`src/rtl/if_sequencer.sv`:
```
// if_sequencer: fetches 24-bit instructions byte by byte and holds them for decode
module if_sequencer #(
  parameter logic [15:0] RESET_ADDR = 16'h0000
) (
  input  logic        clk,
  input  logic        rst,
  input  logic        halt,
  output logic        mem_req,
  output logic [15:0] mem_addr,
  input  logic        mem_ack,
  input  logic [7:0]  mem_data,
  output logic [23:0] instruction,
  output logic        instr_valid,
  output logic [15:0] current_instruction_address,
  input  logic        instruction_finished,
  input  logic [15:0] next_instruction_address
);
  typedef enum logic [1:0] {FETCH0, FETCH1, FETCH2, ISSUE} state_t;
  state_t state, state_next;
  logic [15:0] pc;
  logic [1:0] off;
  logic take;
  assign off = state == FETCH1 ? 2'd1 : state == FETCH2 ? 2'd2 : 2'd0;
  assign mem_addr = pc + {14'b0, off};
  assign mem_req = !rst && (state == FETCH1 || state == FETCH2 || (state == FETCH0 && !halt));
  assign take = mem_req && mem_ack;
  assign instr_valid = state == ISSUE;
  assign current_instruction_address = pc;
  // state register
  always_ff @(posedge clk)
    if (rst) state <= FETCH0;
    else state <= state_next;
  // advance one fetch state per accepted byte, leave ISSUE on retire
  always_comb begin
    state_next = state;
    if (state == ISSUE) state_next = instruction_finished ? FETCH0 : ISSUE;
    else if (take) state_next = state == FETCH0 ? FETCH1 : state == FETCH1 ? FETCH2 : ISSUE;
  end
  // byte capture into the instruction word and pc reload on retire
  always_ff @(posedge clk)
    if (rst) begin
      pc <= RESET_ADDR;
      instruction <= 24'h000000;
    end else begin
      if (take && state == FETCH0) instruction[23:16] <= mem_data;
      if (take && state == FETCH1) instruction[15:8] <= mem_data;
      if (take && state == FETCH2) instruction[7:0] <= mem_data;
      if (state == ISSUE && instruction_finished) pc <= next_instruction_address;
    end
endmodule

```
`config.mk`:
```
export PLATFORM = sky130hd
export DESIGN_NAME = if_sequencer
export DESIGN_NICKNAME = d
export VERILOG_FILES = /design/src/rtl/if_sequencer.sv
export SDC_FILE = /design/constraint.sdc
export NUM_CORES = 1
export LEC_CHECK = 0
export BUFFER_PORTS_ARGS = -buffer_cell sky130_fd_sc_hd__buf_2
export CORE_UTILIZATION = 42
export CTS_CLUSTER_DIAMETER = 60
export CTS_CLUSTER_SIZE = 25
export DETAILED_ROUTE_END_ITERATION = 10
export GPL_TIMING_DRIVEN = 0
export PLACE_DENSITY_LB_ADDON = 0.3
export SETUP_SLACK_MARGIN = 0.15
export SYNTH_ARGS = -nofsm -noshare
export SYNTH_HDL_FRONTEND = slang
export SYNTH_SLANG_ARGS = --single-unit
```
`constraint.sdc`:
```
create_clock -name clk -period 1.7 [get_ports clk]
set_input_delay 0.085 -clock clk [delete_from_list [all_inputs] [get_ports clk]]
set_output_delay 0.085 -clock clk [all_outputs]
set_load 0.02 [all_outputs]
```
==> results.py <==
metrics = {
    "worst_setup_path": {
        "cp-start-kind": "flop",
        "setup.worst_path.class": "flop to output port",
        "worst_setup_path_end_kind": "output port",
        "worst-path-max-fanout": 5,
        "cp.required_ns": 1.62,
        "crit_arrival_ns": 2.22,
        "r2r_slack_ns": -0.23,
    },
    "worst_hold_path": {
        "hp-class": "primary input to flop",
    },
    "floorplan": {
        "dieArea_sq_um": 4924,
        "die_h_microns": 70.17,
        "fp.dieW_microns": 70.17,
        "coreArea_sq_um": 4414,
        "initial_core_util": 0.4422,
        "ios": 87,
        "row_count": 24,
    },
    "cells_and_area": {
        "layout.nets": 388,
        "syn_to_final_growth_pct": 70.71,
        "layout_commonest_cell": "buf_2",
        "mostFrequentLayoutCells": "buf_2, nand2_1, dfxtp_1",
        "drive_above_1_share": 0.5751,
        "n_fill_cell": 295,
        "fin_util": 0.7548,
        "finalNonFillerCells": 405,
        "antenna_cells": 0,
    },
    "placement": {
        "place_congestion": 0.8237,
        "portBuffers": 85,
        "dpl.hpwl_microns": 3691,
        "post-place-cells": 371,
    },
    "route": {
        "dr_wl_met2_microns": 3200,
        "drtIter0Drc": 71,
        "ant_nets": 0,
        "met3WireLength_microns": 337,
        "m1WireLength_microns": 2466,
        "drc": 0,
        "via_per_inst": 5.217,
        "top_layer": "met4",
        "drtPass1Iterations": 4,
        "routed_wl_microns": 6203,
        "wl_per_cell_microns": 15.32,
        "via_count": 2113,
    },
    "timing": {
        "fin_crit_ns": 2.302,
        "fmax_mhz": 434.4,
        "rsz0062_at_grt": "yes",
        "period_share": 1.354,
        "fin_worst_skew_ns": 0.004087,
        "slew-limit-headroom": 0.5683,
        "hold_viol_final": 0,
        "maxSlewViolCount": 0,
        "setup-violations-final": 37,
        "tightest_slew_ns": 0.6476,
        "hold_ws_ns": 0.01932,
        "finalWorstSetupSlack_ns": -0.6022,
    },
    "synthesis": {
        "synth-compound-area-share": 0.1154,
        "synth_mux_area_frac": 0.04103,
        "synth_fp_nets": 270,
        "synth_seq_area_share": 0.4308,
        "synth-adder-area-share": 0.04872,
        "syn_inst": 234,
        "yosys.area_share.simple": 0.2494,
        "ys_ff_latch": 42,
        "synthDistinctLibCells": 31,
        "synthesis.area_sq_um": 1952,
        "synth_top_family_by_area": "simple AND/OR/NAND/NOR gates",
        "synth-xor-area-share": 0.06282,
        "avgSynthCellArea_sq_um": 8.341,
        "yosysWarnings": 0,
    },
    "run": {
        "max_cap_viol_count": 0,
    },
    "global_route": {
        "grt.total_usage": 0.2327,
        "grt_max_degree": 14,
        "gr-total-overflow": 0,
        "grt_pass1_wl_microns": 8942,
        "grt_pass1_vias": 1913,
        "grt_antenna_before_repair": 0,
    },
    "run_status": {
        "violations": "setup timing",
        "outcome": "complete, but fails checks",
    },
    "clocking": {
        "cts-root-buf": "clkbuf_8",
        "clk_pin_slew_ns": 0.08,
        "cts_tree": "built",
        "cts_max_level": 2,
        "cts_made_buffers": 5,
        "cts_num_sinks": 42,
        "worstSkewPairLatency_ns": 0.29,
        "clk_path_buf_depth": 2,
    },
    "power": {
        "ir_drop_v": 0.0004850,
        "p_per_area_nw_per_um2": 626.6,
        "p_leak_nw": 1.494,
    },
}
[layer usage]
metal,track usage,vias to the layer above
met5,0,-
met1,0.2825,986
met2,0.4028,90
met3,0.04618,20
li1,-,1017
met4,0.09111,0
[final timing paths]
path | start | endpoint | cells after the start
worst max-delay path | state[0] | mem_addr[15] | 9
worst min-delay path | next_instruction_address[13] | current_instruction_address[13] | 3
worst max register to register | state[0] | state[1] | 9
worst min register to register | instruction[3] | instruction[3] | 2
[timing repair]
item	4_1_cts	5_1_grt
pin swaps	30	46
endpoints found under the hold margin	3	0
setup endpoints to repair	51	52
gates resized for setup	54	54
cloned	1	0
buffers inserted	16	8
hold buffers	1	0
[registers in the layout, summed over array words and instances, names as in the netlist]
signal                       flops
instruction                     24
state                            2
current_instruction_address     16
[cell usage after synthesis]
library cell / n / share of area
buf_8: 1 / 0.0077
a21o_1: 1 / 0.0038
nand4_1: 1 / 0.0032
and4b_1: 1 / 0.0051
and2b_1: 1 / 0.0038
ha_1: 6 / 0.038
xor2_1: 6 / 0.027
nand4_4: 1 / 0.011
xnor2_1: 8 / 0.036
and3_2: 1 / 0.0038
inv_1: 7 / 0.013
nand2b_1: 2 / 0.0064
a21oi_1: 34 / 0.087
buf_6: 2 / 0.012
and3_1: 3 / 0.0096
o211ai_2: 2 / 0.013
fa_1: 1 / 0.010
and4_1: 1 / 0.0045
o21a_1: 1 / 0.0038
mux2i_1: 8 / 0.041
nor2_1: 13 / 0.025
clkbuf_1: 6 / 0.012
nand3_1: 19 / 0.049
nand3_2: 1 / 0.0051
o211ai_1: 2 / 0.0077
dfxtp_1: 42 / 0.43
nor2b_4: 1 / 0.0070
nor3_1: 2 / 0.0051
buf_2: 3 / 0.0077
and2_1: 1 / 0.0032
nand2_1: 56 / 0.11
[through the flow]
step	setup TNS [ns]	power (W)	area (sq um)	worst slack, ns
2_1_floorplan	-0.8811	0.001216	2107	-0.2036
3_3_place_gp	-1.845	0.001302	2597	-0.3334
3_5_place_dp	-2.046	0.001307	2597	-0.3562
4_1_cts	-7.030	0.002037	3067	-0.5802
5_1_grt	-12.71	0.002175	3332	-0.6952
6_report	-10.20	0.002088	3332	-0.6022
[critical path, stage by stage, from the launching register on]
cell,delay [ns]
dfxtp_4,0.41
clkinv_4,0.07
ha_4,0.18
buf_6,0.12
ha_4,0.25
a21o_4,0.13
nand4_4,0.20
nor3_4,0.27
xor2_2,0.16
buf_6,0.13
[cell families (layout without fill, tap and decap cells)]
logic type	after synthesis	after routing
buffers and inverters	19	138
adder cells (fa/ha/maj)	7	7
AO/OA/AOI/OAI	40	40
XOR/XNOR	14	14
multiplexers	8	8
flip-flops	42	42
AND/OR/NAND/NOR	104	104
[report_power, final]
group	internal [W]	switching (W)	total [W]	leakage, nW
Clock	0.000290	0.000343	0.000633	0.0452
Combinational	0.000201	0.000228	0.000429	1.11
Sequential	0.00100	0.0000229	0.00103	0.341
Total	0.00149	0.000594	0.00209	1.49
[area by class of cell]
cell class / instances / area (sq um) / share of cell area
clock buffer: 6 / 72.57 / 0.02178
sequential: 42 / 848.3 / 0.2546
multi-input combinational: 173 / 1470 / 0.4412
clock inverter: 2 / 13.76 / 0.004131
timing repair buffer: 111 / 732.0 / 0.2197
tap: 52 / 65.06 / 0.01953
buffer: 12 / 96.34 / 0.02891
inverter: 7 / 33.78 / 0.01014
Power figures use the tool's default switching activity.
